--- src/rtl/cache_refill_arbiter_pkg.sv ---
// Shared definitions for the cache refill arbiter.
// Holds the refill FSM state encoding, the line geometry (four 32-bit beats
// per 128-bit line), the fixed burst length presented on the memory read
// address channel, and the port index constants used for ownership and
// round-robin bookkeeping.
package cache_refill_arbiter_pkg;

  typedef enum logic [1:0] {
    IDLE = 2'd0,
    ADDR = 2'd1,
    DATA = 2'd2,
    RESP = 2'd3
  } state_e;

  localparam int         LINE_BEATS = 4;
  localparam logic [1:0] LAST_BEAT  = 2'(LINE_BEATS - 1);
  localparam logic [7:0] ARLEN      = 8'd3;

  localparam logic IC = 1'b0;
  localparam logic DC = 1'b1;

  // Refills are always line aligned, so the byte offset within the
  // 16-byte line is dropped as soon as an address is captured.
  function automatic logic [31:0] line_addr(input logic [31:0] addr);
    return addr & 32'hFFFF_FFF0;
  endfunction

endpackage

--- src/rtl/cache_refill_arbiter_line_assembler.sv ---
// Line assembler for the refill data path.
// Collects four accepted read beats into one 128-bit line, beat 0 ending up
// in bits [31:0] and beat 3 in bits [127:96]. It also flags, stickily, any
// burst whose rlast marker does not sit exactly on the fourth beat.
//
// Ports:
//   clk, rst        clock and synchronous active-high reset
//   beat_i          a read beat is accepted this cycle
//   beat_data_i     32-bit beat payload
//   beat_last_i     rlast marker for the beat
//   line_o          assembled line (holds its value between bursts)
//   done_o          the beat accepted this cycle completes the line
//   protocol_err_o  sticky rlast mismatch flag
module cache_refill_arbiter_line_assembler
  import cache_refill_arbiter_pkg::*;
(
  input  logic         clk,
  input  logic         rst,
  input  logic         beat_i,
  input  logic [31:0]  beat_data_i,
  input  logic         beat_last_i,
  output logic [127:0] line_o,
  output logic         done_o,
  output logic         protocol_err_o
);

  logic [1:0]   beat_cnt_q;
  logic [127:0] line_q;
  logic         err_q;

  // Beats shift in from the top, so after four beats the first one has
  // travelled down to the least significant word. The counter wraps
  // naturally back to zero on the fourth beat, ready for the next burst.
  // Completion is decided by the count alone; rlast only feeds the error
  // flag, so a misbehaving slave can never stretch or shorten a refill.
  always_ff @(posedge clk) begin
    if (rst) begin
      beat_cnt_q <= 2'd0;
      line_q     <= '0;
      err_q      <= 1'b0;
    end else if (beat_i) begin
      beat_cnt_q <= beat_cnt_q + 2'd1;
      line_q     <= {beat_data_i, line_q[127:32]};
      if (beat_last_i != (beat_cnt_q == LAST_BEAT)) begin
        err_q <= 1'b1;
      end
    end
  end

  assign done_o         = beat_i && (beat_cnt_q == LAST_BEAT);
  assign line_o         = line_q;
  assign protocol_err_o = err_q;

endmodule

--- src/rtl/cache_refill_arbiter.sv ---
// Refill arbiter shared by the instruction and data caches.
// Each cache port may post one line refill at a time. Posted requests are
// held as pending flags with their line-aligned addresses; a four-state FSM
// picks an owner, issues a single 4-beat read burst, assembles the line and
// returns it to the owner with a one-cycle rvalid pulse.
//
// Ports:
//   clk, rst                     clock and synchronous active-high reset
//   ic_rrdy/dc_rrdy              port may post a refill request
//   ic_ren/dc_ren, *_raddr       request (nonzero enable) and line address
//   ic_rvalid/dc_rvalid, *_rdata line delivered (one cycle) and its data
//   mem_ar*                      read address channel (burst length fixed)
//   mem_r*                       read data channel
//   protocol_err                 sticky rlast mismatch flag
// Parameter RR_EN: 1 = round-robin between simultaneous requests,
//                  0 = icache always wins.
module cache_refill_arbiter
  import cache_refill_arbiter_pkg::*;
#(
  parameter bit RR_EN = 1'b1
) (
  input  logic         clk,
  input  logic         rst,
  output logic         ic_rrdy,
  input  logic [3:0]   ic_ren,
  input  logic [31:0]  ic_raddr,
  output logic         ic_rvalid,
  output logic [127:0] ic_rdata,
  output logic         dc_rrdy,
  input  logic [3:0]   dc_ren,
  input  logic [31:0]  dc_raddr,
  output logic         dc_rvalid,
  output logic [127:0] dc_rdata,
  output logic         mem_arvalid,
  output logic [31:0]  mem_araddr,
  output logic [7:0]   mem_arlen,
  input  logic         mem_arready,
  input  logic         mem_rvalid,
  input  logic [31:0]  mem_rdata,
  input  logic         mem_rlast,
  output logic         mem_rready,
  output logic         protocol_err
);

  state_e       state_q, state_d;
  logic         pend_ic_q, pend_ic_d;
  logic         pend_dc_q, pend_dc_d;
  logic         owner_q, owner_d;
  logic         last_grant_q, last_grant_d;
  logic [31:0]  ic_addr_q, ic_addr_d;
  logic [31:0]  dc_addr_q, dc_addr_d;
  logic         busy;
  logic         ic_acc, dc_acc;
  logic         grant;
  logic         beat;
  logic         line_done;
  logic [127:0] line;

  // A port stays blocked from the moment it posts until the cycle after its
  // own RESP; owner_q is only meaningful outside IDLE, hence the busy gate.
  assign busy    = (state_q != IDLE);
  assign ic_rrdy = !pend_ic_q && !(busy && (owner_q == IC));
  assign dc_rrdy = !pend_dc_q && !(busy && (owner_q == DC));
  assign ic_acc  = ic_rrdy && (ic_ren != 4'h0);
  assign dc_acc  = dc_rrdy && (dc_ren != 4'h0);

  assign beat      = mem_rvalid && mem_rready;
  assign mem_arlen = ARLEN;
  assign ic_rdata  = line;
  assign dc_rdata  = line;

  // Owner selection for the next IDLE exit. On a tie the port that did not
  // win last time goes first; last_grant_q starts at DC so the first tie
  // after reset favours the icache.
  always_comb begin
    grant = DC;
    if (pend_ic_q && pend_dc_q) begin
      grant = (RR_EN && (last_grant_q == IC)) ? DC : IC;
    end else if (pend_ic_q) begin
      grant = IC;
    end
  end

  // Next-state and output logic. New requests are captured in every state,
  // so a port that posts mid-burst is simply picked up on the next IDLE pass.
  always_comb begin
    state_d      = state_q;
    pend_ic_d    = pend_ic_q || ic_acc;
    pend_dc_d    = pend_dc_q || dc_acc;
    ic_addr_d    = ic_acc ? line_addr(ic_raddr) : ic_addr_q;
    dc_addr_d    = dc_acc ? line_addr(dc_raddr) : dc_addr_q;
    owner_d      = owner_q;
    last_grant_d = last_grant_q;
    mem_arvalid  = 1'b0;
    mem_araddr   = 32'h0;
    mem_rready   = 1'b0;
    ic_rvalid    = 1'b0;
    dc_rvalid    = 1'b0;

    case (state_q)
      IDLE: begin
        if (pend_ic_q || pend_dc_q) begin
          owner_d      = grant;
          last_grant_d = grant;
          state_d      = ADDR;
        end
      end
      ADDR: begin
        mem_arvalid = 1'b1;
        mem_araddr  = (owner_q == IC) ? ic_addr_q : dc_addr_q;
        if (mem_arready) begin
          if (owner_q == IC) begin
            pend_ic_d = 1'b0;
          end else begin
            pend_dc_d = 1'b0;
          end
          state_d = DATA;
        end
      end
      DATA: begin
        mem_rready = 1'b1;
        if (line_done) begin
          state_d = RESP;
        end
      end
      RESP: begin
        ic_rvalid = (owner_q == IC);
        dc_rvalid = (owner_q == DC);
        state_d   = IDLE;
      end
      default: state_d = IDLE;
    endcase
  end

  // State register. Reset abandons any burst in flight: the FSM returns to
  // IDLE without a RESP, so the aborted line is never delivered.
  always_ff @(posedge clk) begin
    if (rst) begin
      state_q      <= IDLE;
      pend_ic_q    <= 1'b0;
      pend_dc_q    <= 1'b0;
      owner_q      <= IC;
      last_grant_q <= DC;
      ic_addr_q    <= 32'h0;
      dc_addr_q    <= 32'h0;
    end else begin
      state_q      <= state_d;
      pend_ic_q    <= pend_ic_d;
      pend_dc_q    <= pend_dc_d;
      owner_q      <= owner_d;
      last_grant_q <= last_grant_d;
      ic_addr_q    <= ic_addr_d;
      dc_addr_q    <= dc_addr_d;
    end
  end

  cache_refill_arbiter_line_assembler u_line_assembler (
    .clk            (clk),
    .rst            (rst),
    .beat_i         (beat),
    .beat_data_i    (mem_rdata),
    .beat_last_i    (mem_rlast),
    .line_o         (line),
    .done_o         (line_done),
    .protocol_err_o (protocol_err)
  );

endmodule

--- config.mk ---
export PLATFORM = sky130hd
export DESIGN_NAME = cache_refill_arbiter
export DESIGN_NICKNAME = d
export VERILOG_FILES = /design/src/rtl/cache_refill_arbiter_pkg.sv /design/src/rtl/cache_refill_arbiter_line_assembler.sv /design/src/rtl/cache_refill_arbiter.sv
export SDC_FILE = /design/constraint.sdc
export NUM_CORES = 1
export LEC_CHECK = 0
export CORE_AREA = 2 2 161 163
export DETAILED_ROUTE_END_ITERATION = 8
export DIE_AREA = 0 0 163 165
export PLACE_DENSITY = 0.72
export SLEW_MARGIN = 0
export SYNTH_ARGS = -nofsm -noshare
export SYNTH_HDL_FRONTEND = slang
export SYNTH_SLANG_ARGS = --single-unit
--- constraint.sdc ---
create_clock -name clk -period 1.65 [get_ports clk]
set_clock_uncertainty 0.05 [all_clocks]
set_input_delay 0.165 -clock clk [delete_from_list [all_inputs] [get_ports clk]]
set_output_delay 0.165 -clock clk [all_outputs]
set_load 0.03 [all_outputs]
==> metrics <==
Core Util, Final=53.8%; Placed Area=around 12,000 µm²; CTS clk-pin slew, worst paths=0.08 ns; cell mode on critical path=buf_12; Critical Path Source=owner_q; ratio of cells with drive above 1 in the final layout=between 10% and 20%; critical path buffer and inverter count=3; multi-input logic area=3920 µm²; overall die height=165 µm; DRT Pass-1 Iters=5; vias in the first global route=7,596; EDFF count, synth=0; cell count after synthesis=1,082; Top delay family on crit path=flip-flops; CP Capture Type=output pin; Yosys cell types=39; most common cell after layout, fill and taps aside=nand2_1; H-tree depth=4; iteration-0 DRC count of the detailed router=a little over 600; period utilisation layout=111%; input/output buffers=391; sequential cell area=around 3900 µm²; final setup TNS=-3.72 ns; R2R cell count=8; final instance count without filler cells=1,698; Peak Freq=546 MHz; ANT nets after route=0; total CTS buffers=17; I/O pin total=412; shortest period the worst path allows=1.83 ns; die width=163 µm; Filler Cell Count=about 2.4k; Hold Vio Cnt, Final=0; grt ovf=0; Avg Inst Size Synth=8.02 µm²; vias=approximately 8.3k; reg-to-reg critical path startpoint=state_q[0]; WP data required=1.43 ns; LEAKAGE=5.95 nW; CTS tree=yes; flop2flop setup slack=0.02 ns; Routed wire per std cell=between 15 and 20 µm; sw frac=roughly a third; Internal Power=around 10 mW; residual DRC count=0; crit path DAT=between 1.5 and 2 ns; Synth Register Bits=193; pwr dens=1140 nW/µm²; Max Buffers Root-to-Sink=2; Crit-path slowest cell=dfxtp_4; final wirelength=approximately 30 mm; Synth Flop Type=dfxtp_1; switching power total=5.38 mW; clock share of power=27.7%; GPL Wtd Cong=0.836; CP max stage delay=0.45 ns; Clk Latency, worst-skew pair=0.42 ns; first-pass GRT wire length=43.5 mm; largest fanout on the critical path=8; hold depth=3; Synth Cell Area=about 8700 µm²; crit path to=mem_araddr[28]; setup ws final=-0.181 ns; share of power burned in registers=35.9%; vias per inst=4.88; Layout Nets=1,468; Initial Utilization=34.7%; Core Region=25,000 µm²; initial antenna violation count=1; FP Rows=58; Setup violations, final=30; Die ar.=26,900 µm²; worst hold path class=in2reg; YS warnings=0; fraction of registers with async set/reset=0%; Worst path depth=5; Logic pwr share=36.4%; Worst setup SP type=flop; Max Cap Viol=0; pin count of the biggest net entering global routing=92; Syn-to-layout area delta=55.3%; Setup Slack @ Placement=-0.101 ns; Cell Chain, Critical Path=buf_12 -> buf_12 -> mux2i_2 -> nor2b_2 -> buf_12; root buf cell=clkbuf_16; failing checks=negative setup slack; reg-to-reg endpoint=ic_addr_q[22]; RSZ-0062 raised after global routing=yes; most frequent cells in the layout=264 x nand2_1, 255 x dlygate4sd2_1, 190 x dfxtp_1, 186 x a21oi_1, 99 x clkdlybuf4s50_1; Max VDD drop=0.000865 V; GRT Total Usage=20.7%; CTS Sinks=193; HPWL Detailed=20.4 mm; status=finished with violations; Final Cell Area=13,500 µm²; Final Slew Violations=0; sequential share of the synthesized area=44.5%; Setup Crit Path Kind=reg2out; DP Cell Count=1,635
synth_stat cells, drive strengths merged, types with 2 or more instances:
master | number | share of area, %
nand2 | 265 | 11
dfxtp | 193 | 45
a21oi | 186 | 11
buf | 176 | 14
clkbuf | 52 | 2.3
nor2b | 31 | 2.2
o21ai | 29 | 1.7
o31ai | 29 | 2.5
mux2i | 28 | 3.2
nand3 | 28 | 1.6
nand4 | 28 | 2.0
ha | 5 | 0.72
inv | 5 | 0.22
nor2 | 5 | 0.22
and2 | 2 | 0.14
conb | 2 | 0.087
nor4 | 2 | 0.32
or4 | 2 | 0.22
worst register-to-register path: stages (launching register included):
cell,delay (ns)
dfxtp_4,0.40
inv_4,0.05
ha_4,0.19
o21bai_4,0.17
inv_2,0.07
buf_4,0.14
bufbuf_16,0.28
nand3_1,0.10
a21oi_1,0.06
metrics by stage:
stage               hold slack, ns  power, mW
floorplan                    0.251       8.08
global route                 0.221       15.9
CTS                          0.211       14.6
finish                       0.236       15.3
global placement             0.392       9.60
detailed placement           0.395       9.68
routing by layer:
metal | GRT usage (%) | wire length [µm]
met5 | 0 | 0
met1 | 25.5 | 12100
met2 | 37.5 | 15500
met4 | 3.54 | 252
met3 | 4.39 | 2150
flip-flops by register name, indices dropped and copies added (netlist names):
name	count
u_line_assembler.line_o	128
dc_addr_q	28
ic_addr_q	28
state_q	2
u_line_assembler.beat_cnt_q	2
last_grant_q	1
owner_q	1
pend_dc_q	1
pend_ic_q	1
u_line_assembler.protocol_err_o	1
kinds of logic (layout without fill, tap and decap cells):
kind of cell | Yosys count | after routing | synth area share (%)
and+or+nand+nor | 365 | 366 | 18.4
AOI/OAI and AO/OA | 254 | 254 | 15.9
buffers and inverters | 233 | 507 | 16.9
DFF | 193 | 193 | 44.5
muxes | 28 | 28 | 3.23
adders and majority gates | 5 | 5 | 0.721
other | 2 | 13 | 0.0865
xor gates and xnor gates | 2 | 2 | 0.202
worst min path at each step:
stage | endpoint | slack (ns) | from
floorplan | u_line_assembler.line_o[100] | 0.25 | mem_rdata[4]
global placement | u_line_assembler.line_o[95] | 0.39 | rst
detailed placement | u_line_assembler.line_o[95] | 0.39 | rst
CTS | u_line_assembler.line_o[103] | 0.21 | mem_rdata[7]
global route | u_line_assembler.line_o[103] | 0.22 | mem_rdata[7]
finish | u_line_assembler.line_o[119] | 0.24 | mem_rdata[23]
cell type report:
class                      count  share of cell area [%]
clock buffer                  18                    3.26
clock inverter                14                    1.37
tap                          330                    3.06
antenna                        1                  0.0186
sequential                   193                    28.8
timing repair buffer         470                    34.2
multi-input combinational    667                    29.1
inverter                       5                   0.176
what timing repair did:
item                       4_1_cts  5_1_grt
setup buffers                   12       12
hold endpoints to repair        13        0
pin swaps                        2        7
setup endpoints to repair      287       78
cloned                           3        4
gates resized for setup        320       81
hold buffers                     1        0
power groups by stage:
| stage | sequential [mW] | combinational, mW | clock [mW] |
|---|---|---|---|
| after floorplan | 5.54 | 2.54 | 0 |
| after global placement | 5.49 | 4.12 | 0 |
| after detailed placement | 5.51 | 4.17 | 0 |
| after CTS | 5.43 | 4.79 | 4.33 |
| after global routing | 5.55 | 5.84 | 4.54 |
| final | 5.50 | 5.57 | 4.24 |
(Power assumes the default switching activity.)
==> patch: new RTL, same flow settings <==
Register the output `protocol_err`, cleared by the reset; this adds one clock of latency there. The other outputs are not delayed to match.
--- a/src/rtl/cache_refill_arbiter.sv
+++ b/src/rtl/cache_refill_arbiter.sv
@@ -42,4 +42,6 @@
   output logic         protocol_err
 );
+
+  logic protocol_err_d;
 
   state_e       state_q, state_d;
@@ -163,6 +165,14 @@
     .line_o         (line),
     .done_o         (line_done),
-    .protocol_err_o (protocol_err)
+    .protocol_err_o (protocol_err_d)
   );
+
+  always_ff @(posedge clk) begin
+    if (rst) begin
+      protocol_err <= '0;
+    end else begin
+      protocol_err <= protocol_err_d;
+    end
+  end
 
 endmodule
Formal check against the unedited RTL: not equivalent (Yosys sat finds a counterexample within 10 cycles, from zero or initial values and one cycle with rst high).
==> patch against the original RTL <==
The run still ends with negative setup slack left. Area after synthesis grew 0.30%. Design area shrank 0.13%. Worst hold slack lost 190 ps. Utilization shrank 0.070 points. Global-route usage grew 0.47 points. Critical path depth is the same. Routed wire length grew 1.3%. Sequential cell count grew 1. Die area is the same. Total power shrank 0.62%. Setup slack gained 51 ps. First-iteration DRC count grew 24%. Highest routed layer unchanged.
==> patch: results (changes against the original RTL) <==
[status]
outcome = finished with violations
violations = negative setup slack

[timing]
setup_viol = 30  ; unchanged
fin_ws_ps = -130  ; +50.6 ps

[logic_synthesis]
yosysSeqAreaShare_pct = 44.6  ; +0.096 points
synth_xor_area_share_pct = 0.201  ; -0.00061 points
synth.area.mux_share_pct = 3.22  ; -0.0098 points
synthAdderAreaFrac_pct = 0.719  ; -0.0022 points
synth_cells = 1084  ; +0.18%

[global_routing]
grt_pass1_vias = 7719  ; +1.6%
grt_first_pass_wirelength_mm = 44.1  ; +1.5%
antenna_found_initial = 0  ; -1
grt_max_degree = 51  ; -45%

[critical_path]
r2r_end = dc_addr_q[15]
critPathCapture = mem_araddr[4]
crit_path_max_fanout = 7  ; -1

[layout]
n_clock_buffer = 17  ; -1
multi_input_area_um2 = 3930  ; +0.22%
clkCellAreaFrac_pct = 4.41  ; -0.23 points

[pwr]
p_leak_nw = 5.98  ; +0.53%

[detailed_routing]
routed_wl_mm = 30.4  ; +1.3%
firstDrtPassIters = 7  ; +2

[placement]
dp_cells = 1631  ; -0.24%
dpl_cell_area_um2 = 12200  ; about the same
place_ws_ps = -122  ; -20.4 ps

[worst_hold_path]
holdPathEnd = u_line_assembler.protocol_err_o

patch: cell types whose count changed in the layout (fill, tap and decap cells not counted), sizes merged:
| cell | before | now |
|---|---|---|
| buf | 112 | 96 |
| clkbuf | 20 | 21 |
| clkinv | 7 | 10 |
| dfxtp | 193 | 194 |
| diode | 1 | 0 |
| dlygate4sd2 | 255 | 257 |
| dlygate4sd3 | 1 | 0 |
| inv | 12 | 9 |
| nor2b | 31 | 32 |
patch: layer usage:
metal / routed length, um / vias to the layer above / track usage (%)
li1: - / 3999 / -
met5: 0 / - / 0
met2: 16100 / 375 / 39.2
met4: 513 / 0 / 4.95
met3: 2120 / 31 / 4.82
met1: 11600 / 3930 / 24.8
patch: kinds of logic after synthesis:
logic type                 count (synthesis)
DFF                                      194
xor gates and xnor gates                   2
buffers and inverters                    233
and+or+nand+nor                          366
adders and majority gates                  5
AOI/OAI and AO/OA                        254
other                                      2
muxes                                     28
